### src/rtl/fetch_pkg.sv
// fetch_pkg: shared constants and the fetch->decode bundle type.
//   XLEN        - datapath width
//   INSTR_NOP   - canonical NOP (addi x0,x0,0) shown when no valid instruction
//   PC_STEP_DEF - default byte increment between sequential fetches
//   if_bundle_t - {valid, pc, instr} as presented to decode
package fetch_pkg;

  localparam int              XLEN        = 32;
  localparam logic [XLEN-1:0] INSTR_NOP   = 32'h0000_0013;
  localparam int              PC_STEP_DEF = 4;

  typedef struct packed {
    logic            valid;
    logic [XLEN-1:0] pc;
    logic [XLEN-1:0] instr;
  } if_bundle_t;

endpackage

### src/rtl/fetch_stage_if.sv
// fetch_stage_if: bus between the fetch stage, the instruction ROM and decode.
//   stall/redirect_*        - control from downstream
//   rom_address/rom_data    - synchronous ROM port (1-cycle read latency)
//   if_valid/if_pc/if_instr - fetched instruction presented to decode
// master = fetch stage side, slave = ROM/decode side.
interface fetch_stage_if;
  import fetch_pkg::*;

  logic            stall;
  logic            redirect_valid;
  logic [XLEN-1:0] redirect_pc;
  logic [XLEN-1:0] rom_address;
  logic [XLEN-1:0] rom_data;
  logic            if_valid;
  logic [XLEN-1:0] if_pc;
  logic [XLEN-1:0] if_instr;

  modport master (
    input  stall, redirect_valid, redirect_pc, rom_data,
    output rom_address, if_valid, if_pc, if_instr
  );

  modport slave (
    output stall, redirect_valid, redirect_pc, rom_data,
    input  rom_address, if_valid, if_pc, if_instr
  );

endinterface

### src/rtl/fetch_hold_buffer.sv
// fetch_hold_buffer: one-entry capture/replay register with bypass mux.
//   clk_i, reset_i - clock, synchronous active-high reset
//   flush_i        - drop any held entry (redirect)
//   stall_i        - downstream not accepting; capture current word if empty
//   resp_i         - live response {valid, pc, raw rom_data}
//   out_o          - bundle to decode (held entry wins over live response)
module fetch_hold_buffer
  import fetch_pkg::*;
(
  input  logic       clk_i,
  input  logic       reset_i,
  input  logic       flush_i,
  input  logic       stall_i,
  input  if_bundle_t resp_i,
  output if_bundle_t out_o
);

  if_bundle_t hold_q, hold_d;

  // Capture only on the first stalled edge; later stalled edges keep the
  // original entry so the outputs stay bit-identical for the whole stall.
  always_comb begin
    hold_d = hold_q;
    if (flush_i) begin
      hold_d.valid = 1'b0;
    end else if (stall_i) begin
      if (!hold_q.valid) hold_d = resp_i;
    end else begin
      hold_d.valid = 1'b0;
    end
  end

  always_ff @(posedge clk_i) begin
    if (reset_i) begin
      hold_q <= '0;
    end else begin
      hold_q <= hold_d;
    end
  end

  always_comb begin
    if (hold_q.valid) begin
      out_o = hold_q;
    end else begin
      out_o.valid = resp_i.valid;
      out_o.pc    = resp_i.pc;
      out_o.instr = resp_i.valid ? resp_i.instr : INSTR_NOP;
    end
  end

endmodule

### src/rtl/fetch_stage.sv
// fetch_stage: owns the PC, drives the instruction ROM address and pairs each
// returned ROM word with the PC that produced it.
//   clk   - clock, all state updates on posedge
//   reset - synchronous, active-high
//   bus   - fetch_stage_if.master (stall/redirect in, ROM port, if_* out)
// Edge priority: reset > redirect > stall > normal advance.
module fetch_stage
  import fetch_pkg::*;
#(
  parameter logic [XLEN-1:0] RESET_PC = 32'h0000_0000,
  parameter int              PC_STEP  = PC_STEP_DEF
)(
  input  logic          clk,
  input  logic          reset,
  fetch_stage_if.master bus
);

  logic [XLEN-1:0] pc_q, pc_d;
  logic [XLEN-1:0] resp_pc_q, resp_pc_d;
  logic            resp_valid_q, resp_valid_d;
  if_bundle_t      resp, ifb;

  // resp_* describes the word arriving on rom_data this cycle, i.e. the
  // address that was on rom_address at the previous edge.
  always_comb begin
    pc_d         = pc_q;
    resp_pc_d    = resp_pc_q;
    resp_valid_d = resp_valid_q;
    if (bus.redirect_valid) begin
      pc_d         = bus.redirect_pc & ~XLEN'(3);
      resp_valid_d = 1'b0;
    end else if (bus.stall) begin
      resp_valid_d = 1'b0;
    end else begin
      resp_pc_d    = pc_q;
      resp_valid_d = 1'b1;
      pc_d         = pc_q + XLEN'(PC_STEP);  // wraps mod 2^32
    end
  end

  always_ff @(posedge clk) begin
    if (reset) begin
      pc_q         <= RESET_PC;
      resp_pc_q    <= RESET_PC;
      resp_valid_q <= 1'b0;
    end else begin
      pc_q         <= pc_d;
      resp_pc_q    <= resp_pc_d;
      resp_valid_q <= resp_valid_d;
    end
  end

  assign resp.valid = resp_valid_q;
  assign resp.pc    = resp_pc_q;
  assign resp.instr = bus.rom_data;

  fetch_hold_buffer u_hold (
    .clk_i   (clk),
    .reset_i (reset),
    .flush_i (bus.redirect_valid),
    .stall_i (bus.stall),
    .resp_i  (resp),
    .out_o   (ifb)
  );

  // Registered only: no path from stall/redirect to the ROM address.
  assign bus.rom_address = pc_q;
  assign bus.if_valid    = ifb.valid;
  assign bus.if_pc       = ifb.pc;
  assign bus.if_instr    = ifb.instr;

endmodule

### src/flat_wrapper.sv
// flat-port wrapper written by rule: the top's interface ports become plain ports
module fetch_stage_flat import fetch_pkg::*;
#(
  parameter logic [XLEN-1:0] RESET_PC = 32'h0000_0000,
  parameter int              PC_STEP  = PC_STEP_DEF
)
  (clk, reset, bus_stall, bus_redirect_valid, bus_redirect_pc, bus_rom_data, bus_rom_address, bus_if_valid, bus_if_pc, bus_if_instr);
  fetch_stage_if bus_i ();
  input  logic clk;
  input  logic reset;
  input wire logic [$bits(bus_i.stall)-1:0] bus_stall;
  input wire logic [$bits(bus_i.redirect_valid)-1:0] bus_redirect_valid;
  input wire logic [$bits(bus_i.redirect_pc)-1:0] bus_redirect_pc;
  input wire logic [$bits(bus_i.rom_data)-1:0] bus_rom_data;
  output wire logic [$bits(bus_i.rom_address)-1:0] bus_rom_address;
  output wire logic [$bits(bus_i.if_valid)-1:0] bus_if_valid;
  output wire logic [$bits(bus_i.if_pc)-1:0] bus_if_pc;
  output wire logic [$bits(bus_i.if_instr)-1:0] bus_if_instr;
  assign bus_i.stall = bus_stall;
  assign bus_i.redirect_valid = bus_redirect_valid;
  assign bus_i.redirect_pc = bus_redirect_pc;
  assign bus_i.rom_data = bus_rom_data;
  assign bus_rom_address = bus_i.rom_address;
  assign bus_if_valid = bus_i.if_valid;
  assign bus_if_pc = bus_i.if_pc;
  assign bus_if_instr = bus_i.if_instr;
  fetch_stage #(.RESET_PC(RESET_PC), .PC_STEP(PC_STEP)) u_core (.clk(clk), .reset(reset), .bus(bus_i));
endmodule
### config.mk
export PLATFORM = sky130hd
export DESIGN_NAME = fetch_stage_flat
export DESIGN_NICKNAME = d
export VERILOG_FILES = /design/src/rtl/fetch_pkg.sv /design/src/rtl/fetch_stage_if.sv /design/src/rtl/fetch_hold_buffer.sv /design/src/rtl/fetch_stage.sv /design/src/flat_wrapper.sv
export SDC_FILE = /design/constraint.sdc
export NUM_CORES = 1
export LEC_CHECK = 0
export CAP_MARGIN = 30
export CORE_UTILIZATION = 40
export CTS_BUF_LIST = sky130_fd_sc_hd__clkbuf_16
export DETAILED_ROUTE_END_ITERATION = 12
export HOLD_SLACK_MARGIN = 0.05
export MAX_ROUTING_LAYER = met4
export PLACE_DENSITY = 0.65
export SETUP_SLACK_MARGIN = 0.2
export SYNTH_ARGS = -nofsm -noshare
export SYNTH_HDL_FRONTEND = slang
export SYNTH_HIERARCHICAL = 1
export SYNTH_SLANG_ARGS = --single-unit
### constraint.sdc
create_clock -name clk -period 5.52 [get_ports clk]
set_input_delay 1.104 -clock clk [delete_from_list [all_inputs] [get_ports clk]]
set_output_delay 1.104 -clock clk [all_outputs]
set_load 0.02 [all_outputs]
==> results.tsv, run 1 <==
metric	value	unit
status	completed	
synthesized instance count	792	
RD Place Congestion	0.823	
initial antenna violation count	0	
Vert. Die Dim	133	um
critical path peak fanout	2	
syn_area_per_cell	8.62	sq um
fin worst setup slack	1850	ps
core box area	16600	sq um
CTS Buf Count	17	
global-route wire length before repair	28000	um
Sequential Power Share	39.3	%
Hold Path Class	reg2reg	
n_diodes	0	
Final Instance Count excl. Fillers	1150	
max cap viols	0	
Layout Nets	986	
fin. max-slew vios	0	
Least-Margin Pin Slew	899	ps
post-DP HPWL	11200	um
asr flop ratio synth	0	%
Slew HR	39.9	%
Max Clock Skew	4.59	ps
post-route cell area	9000	sq um
CP arrival	2560	ps
Top Ports	165	
Final Cycle Share	66.4	%
Final min period	3670	ps
setup violators final	0	
Clk Latency, worst-skew pair	420	ps
drt pass-1 iters	5	
die area	17600	sq um
WL/cell	15.0	um
Buffers on Ports	160	
CTS tree	built	
Initial Util	41.0	%
Worst Path Class, Setup	in2out	
flops & latches, synth	126	
RSZ-0062 raised after global routing	false	
H-Tree Depth	4	
Power Total	2.54	mW
pre-CTS WS	1710	ps
final core utilization	54.1	%
sequential share of the synthesized area	37.0	%
placed inst area	8350	sq um
Final Hold Vio Count	0	
Total Routing Usage GR	20.6	%
Ys Warns	6	
Cell Pwr Density	282	nW/um^2
Post-synth EDFFs	0	
Max clock buf depth	2	
setup TNS	0	ps
initial detailed-routing violation count	312	
peak supply drop	0.233	mV
Post-CTS Repair Setup Buffers	0	
cts hold-fix bufs	0	
Gate power share	12.1	%
Critical Path RT	4420	ps
cell chosen for the clock root	clkbuf_16	
Switching Fraction	24.1	%
Synth Flop Type	dfxtp_1	
Fin Hold WS	470	ps
Rows	47	
Total Wirelength	17300	um
NetSw	0.611	mW
cell total after placement	1118	
synthesized cell area	6830	sq um
startpoint types	input pin	
DRC violations left	0	
CP Capture Type	output port	
via count	5790	
global route overflow	0	
Leak	3.11	nW
largest net degree at the start of global routing	79	
cell-internal power	1.93	mW
post-route ant nets	0	
Clk network pwr share	48.6	%
CTS resizes	0	
CTS clock-pin slew for the worst setup and hold paths	60	ps
P&R area growth vs syn	31.8	%
FILL cells	1569	
Die Wd	133	um
vias in the first global route	5321	
Peak Freq	0.273	GHz
Vias/cell	5.03	
Synth cell types	53	
share of layout cells above drive strength 1	9.03	%
clk sinks	126	
-- worst paths after layout --
path | start | endpoint | slack [ps] | depth (start not counted)
setup / recovery | bus_rom_data[13] | bus_if_instr[13] | 1850 | 4
hold reg to reg | u_core/u_hold/hold_q[29] | u_core/u_hold/hold_q[29] | 470 | 2
setup reg to reg | u_core/bus.rom_address[2] | u_core/bus.rom_address[28] | 3060 | 5
hold / removal | u_core/u_hold/hold_q[29] | u_core/u_hold/hold_q[29] | 470 | 2
-- sequential cells by signal, summed over array words and instances, names as in the netlist --
signal and count:
u_core/u_hold/hold_q 65, u_core/bus.rom_address 30, u_core/resp_pc_q 30, u_core/resp_valid_q 1
-- layer usage --
| layer | wire length, um | up-vias | GRT usage (%) |
|---|---|---|---|
| li1 | - | 2959 | - |
| met1 | 8560 | 2650 | 27.7 |
| met2 | 7680 | 160 | 30.6 |
| met3 | 792 | 21 | 3.72 |
| met4 | 261 | 0 | 7.54 |
| met5 | 0 | - | - |
-- layout make-up --
type | instances | area (sq um) | area share (%)
Inverter | 8 | 30.0 | 0.334
Clock buffer | 18 | 450 | 5.01
Multi-Input combinational cell | 596 | 3810 | 42.3
Clock inverter | 14 | 194 | 2.16
Tap cell | 220 | 275 | 3.06
Timing Repair Buffer | 168 | 1710 | 19.0
Sequential cell | 126 | 2530 | 28.1
-- critical path: stages --
cell,delay [ps]
clkdlybuf4s50_1,500
nand2_1,70
o21ai_0,220
clkdlybuf4s50_1,650
-- synthesized netlist by cell type (all sizes together), types with 11 or more instances --
cell,instances,area (sq um)
nand2,134,503
dfxtp,126,2520
a211oi,13,97.6
nor2,28,105
mux2,32,360
nand3,11,72.6
or4,11,87.6
buf,23,263
o21ai,34,170
clkbuf,43,213
nand2b,128,801
mux2i,65,651
a21oi,39,195
a311oi,12,105
-- cells by family (layout without fill, tap and decap cells) --
kind of cell | count (synthesis) | count (layout) | share of synthesized area (%)
XOR/XNOR | 11 | 11 | 1.41
flip-flops | 126 | 126 | 37.0
AO/OA/AOI/OAI | 111 | 111 | 9.88
AND/OR/NAND/NOR | 370 | 370 | 29.2
multiplexers | 97 | 97 | 14.8
other | 1 | 6 | 0.0549
buffers and inverters | 75 | 208 | 7.53
adder cells (fa/ha/maj) | 1 | 1 | 0.183
-- cell usage in the layout, fill, tap and decap left out, drive strengths merged, types with 2 or more instances in the layout --
cell type and n:
nor3b 2, xnor2 7, nand4b 2, nor2b 6
and2 2, buf 9, o21ai 34, a311oi 12
nor3 7, inv 8, clkdlybuf4s50 159, or4 11
a211oi 13, or2 3, mux2i 65, nand3 11
nor2 28, and4 6, nand2 134, conb 6
nor4 4, mux2 32, nand3b 2, and3 4
a2111oi 4, and4b 2, bufinv 5, dfxtp 126
o31ai 7, nand2b 128, a21oi 39, clkinv 8
or3 5, xor2 4, clkbuf 18, nand4 10
nor4b 2
-- power by group through the flow --
stage / Sequential, mW / Clock, mW / Combinational, mW
after floorplan: 1.01 / 0 / 0.175
after global placement: 1.02 / 0 / 0.302
after detailed placement: 1.01 / 0 / 0.308
after CTS: 0.995 / 1.26 / 0.310
after global routing: 1.00 / 1.29 / 0.333
final: 0.996 / 1.23 / 0.308
Note: power is estimated with default switching activity, not from simulation.
==> run 2: changes to the inputs <==
--- a/config.mk
+++ b/config.mk
@@ -11,7 +11,7 @@
 export DETAILED_ROUTE_END_ITERATION = 12
 export HOLD_SLACK_MARGIN = 0.05
 export MAX_ROUTING_LAYER = met4
-export PLACE_DENSITY = 0.65
+export PLACE_DENSITY = 0.67
 export SETUP_SLACK_MARGIN = 0.2
 export SYNTH_ARGS = -nofsm -noshare
 export SYNTH_HDL_FRONTEND = slang
==> constraint.sdc (replaced) <==
create_clock -name clk -period 3.1 [get_ports clk]
set_input_delay 0.62 -clock clk [delete_from_list [all_inputs] [get_ports clk]]
set_output_delay 0.62 -clock clk [all_outputs]
set_load 0.02 [all_outputs]
==> run 2 against run 1 <==
Hold slack worse by 2.5 ps. First-iteration DRC count up 13%. Combinational power up 79%. Largest power group unchanged.
==> results.tsv, run 2 (synthesized netlist as in run 1, its figures left out) <==
metric	value	unit	change
Slew HR	60.6	%	+21 points
cell chosen for the clock root	clkbuf_16		
CP Capture Type	output port		
slowest cell delay on critical path	640	ps	about the same
CP max-delay cell	clkdlybuf4s50_1		
WP buf/inv	2		unchanged
Final min period	2720	ps	
Worst Path Class, Setup	reg2out		
FILL cells	1574		+0.32%
NetSw	1.05	mW	+71%
drt pass-1 iters	5		unchanged
stages on the worst setup path	4		unchanged
Multi-input gate area	3810	sq um	unchanged
Gate power share	13.2	%	+1.1 points
clk sinks	126		unchanged
CTS Buf Count	17		unchanged
cells on worst reg2reg path	5		unchanged
commonest cells after routing, fill and taps aside	clkdlybuf4s50_1, nand2_1, nand2b_1		
Final Cycle Share	87.9	%	
CTS tree	built		
die area	17600	sq um	unchanged
global-route wire length before repair	28000	um	about the same
setup TNS	0	ps	unchanged
met1 wire length	8650	um	+1.1%
n_diodes	0		unchanged
startpoint types	register		
Top Layer Used	met4		
cell total after placement	1124		+0.54%
Post-CTS Repair Setup Buffers	0		unchanged
Layout Nets	992		+0.61%
cell chain of the critical path	buf_4 -> nand2_1 -> o21ai_0 -> clkdlybuf4s50_1		
register area	2530	sq um	unchanged
Sequential Power Share	42.5	%	+3.2 points
peak supply drop	0.421	mV	+81%
CTS resizes	0		unchanged
largest net degree at the start of global routing	176		+120%
Buffers on Ports	160		unchanged
global route overflow	0		unchanged
post-DP HPWL	11300	um	+0.92%
Top delay family on crit path	buffers and inverters		
Biggest register	u_core/u_hold/hold_q		
P&R area growth vs syn	30.9	%	
Rows	47		unchanged
Peak Freq	0.367	GHz	
Total Wirelength	17200	um	-0.72%
RSZ-0062 raised after global routing	false		
Least-Margin Pin Slew	586	ps	-313 ps
initial detailed-routing violation count	354		+13%
Min-Delay Path Depth	2		unchanged
share of layout cells above drive strength 1	8.87	%	-0.16 points
Switching Fraction	25.1	%	+1.0 points
Clk Latency, worst-skew pair	420	ps	about the same
routed wl met3	762	um	-3.8%
initial antenna violation count	0		unchanged
Cell Pwr Density	467	nW/um^2	+66%
max reg flops	65		unchanged
met2 wire length	7590	um	-1.2%
Final Instance Count excl. Fillers	1156		+0.52%
Top Ports	165		unchanged
Clk network pwr share	44.2	%	-4.4 points
critical path peak fanout	31		+29
Leak	3.10	nW	-0.31%
CP arrival	2100	ps	-460 ps
Initial Util	41.0	%	unchanged
Hold Path Class	reg2reg		
cts hold-fix bufs	0		unchanged
post-route ant nets	0		unchanged
cell-internal power	3.12	mW	+62%
Die Wd	133	um	unchanged
Max Clock Skew	6.79	ps	+2.20 ps
setup violators final	0		unchanged
Vias/cell	5.05		+0.24%
Final Hold Vio Count	0		unchanged
commonest non-fill, non-tap cell in the layout	clkdlybuf4s50_1		
vias in the first global route	5375		+1.0%
via count	5834		+0.76%
Total Routing Usage GR	20.4	%	-0.18 points
H-Tree Depth	4		unchanged
RD Place Congestion	0.804		-2.3%
status	completed		
Vert. Die Dim	133	um	unchanged
max cap viols	0		unchanged
fin. max-slew vios	0		unchanged
Critical Path RT	2480	ps	-1940 ps
CTS clock-pin slew for the worst setup and hold paths	60	ps	about the same
DRC violations left	0		unchanged
WL/cell	14.9	um	-1.2%
Max clock buf depth	2		unchanged
core box area	16600	sq um	unchanged
## run 2: cell types whose count changed in the layout (fill, tap and decap cells not counted)
cell       before  now
bufinv_16       5    2
inv_1           8   13
buf_8           0    1
buf_16          2    0
clkinv_2        5    2
clkinv_1        3    5
buf_4           6   11
clkbuf_16      18   17
buf_12          1    3
## run 2: per-stage QoR
step | cell area [sq um] | util [%] | total power, mW | hold WS, ps | setup WS (ps)
after floorplan | 6840 | - | 2.12 | 445 | 1110
after global placement | 8380 | 50.3 | 2.35 | 455 | 444
after detailed placement | 8390 | 50.4 | 2.36 | 459 | 424
after CTS | 8930 | 53.7 | 4.21 | 470 | 325
after global routing | 8930 | 53.7 | 4.33 | 490 | 203
final | 8930 | 53.7 | 4.17 | 467 | 377
## run 2: power by group through the flow
| stage | combinational (mW) | sequential (mW) | clock [mW] |
|---|---|---|---|
| 3_5_place_dp | 0.554 | 1.81 | 0 |
| 5_1_grt | 0.594 | 1.78 | 1.95 |
| 2_1_floorplan | 0.311 | 1.81 | 0 |
| 6_report | 0.552 | 1.77 | 1.84 |
| 4_1_cts | 0.557 | 1.77 | 1.88 |
| 3_3_place_gp | 0.547 | 1.81 | 0 |
## run 2: layout make-up
cell class	count	share of cell area [%]
well taps	220	3.08
multi-input cells	596	42.7
clock buffers	17	4.76
repair buffers	174	19.6
inverters	8	0.336
clock inverters	15	1.29
flip-flops and latches	126	28.3
## run 2: worst paths after layout
path                            slack, ps                      start                    endpoint
worst max-delay path                  380        u_core/resp_valid_q            bus_if_instr[24]
worst min-delay path                  470       u_core/resp_pc_q[24]        u_core/resp_pc_q[24]
worst max register to register        850  u_core/bus.rom_address[3]  u_core/bus.rom_address[30]
worst min register to register        470       u_core/resp_pc_q[24]        u_core/resp_pc_q[24]
## run 2: metal layers
metal / vias to the layer above / GRT usage, %
li1: 2972 / -
met1: 2693 / 28.2
met2: 157 / 29.8
met3: 12 / 4.18
met4: 0 / 5.75
met5: - / -
## run 2: worst reg2reg max path, stage by stage, from the launching register on
cell      delay [ps]
dfxtp_1          530
ha_1             240
and4b_1          240
nand4_2          310
or4_1            600
a311oi_1         250
==> run 3: changes to the inputs <==
--- a/config.mk
+++ b/config.mk
@@ -12,7 +12,6 @@
 export HOLD_SLACK_MARGIN = 0.05
 export MAX_ROUTING_LAYER = met4
 export PLACE_DENSITY = 0.67
-export SETUP_SLACK_MARGIN = 0.2
 export SYNTH_ARGS = -nofsm -noshare
 export SYNTH_HDL_FRONTEND = slang
 export SYNTH_HIERARCHICAL = 1
==> results of run 3 <==
The final DEF is identical to that of run 2; final timing and power are the same.
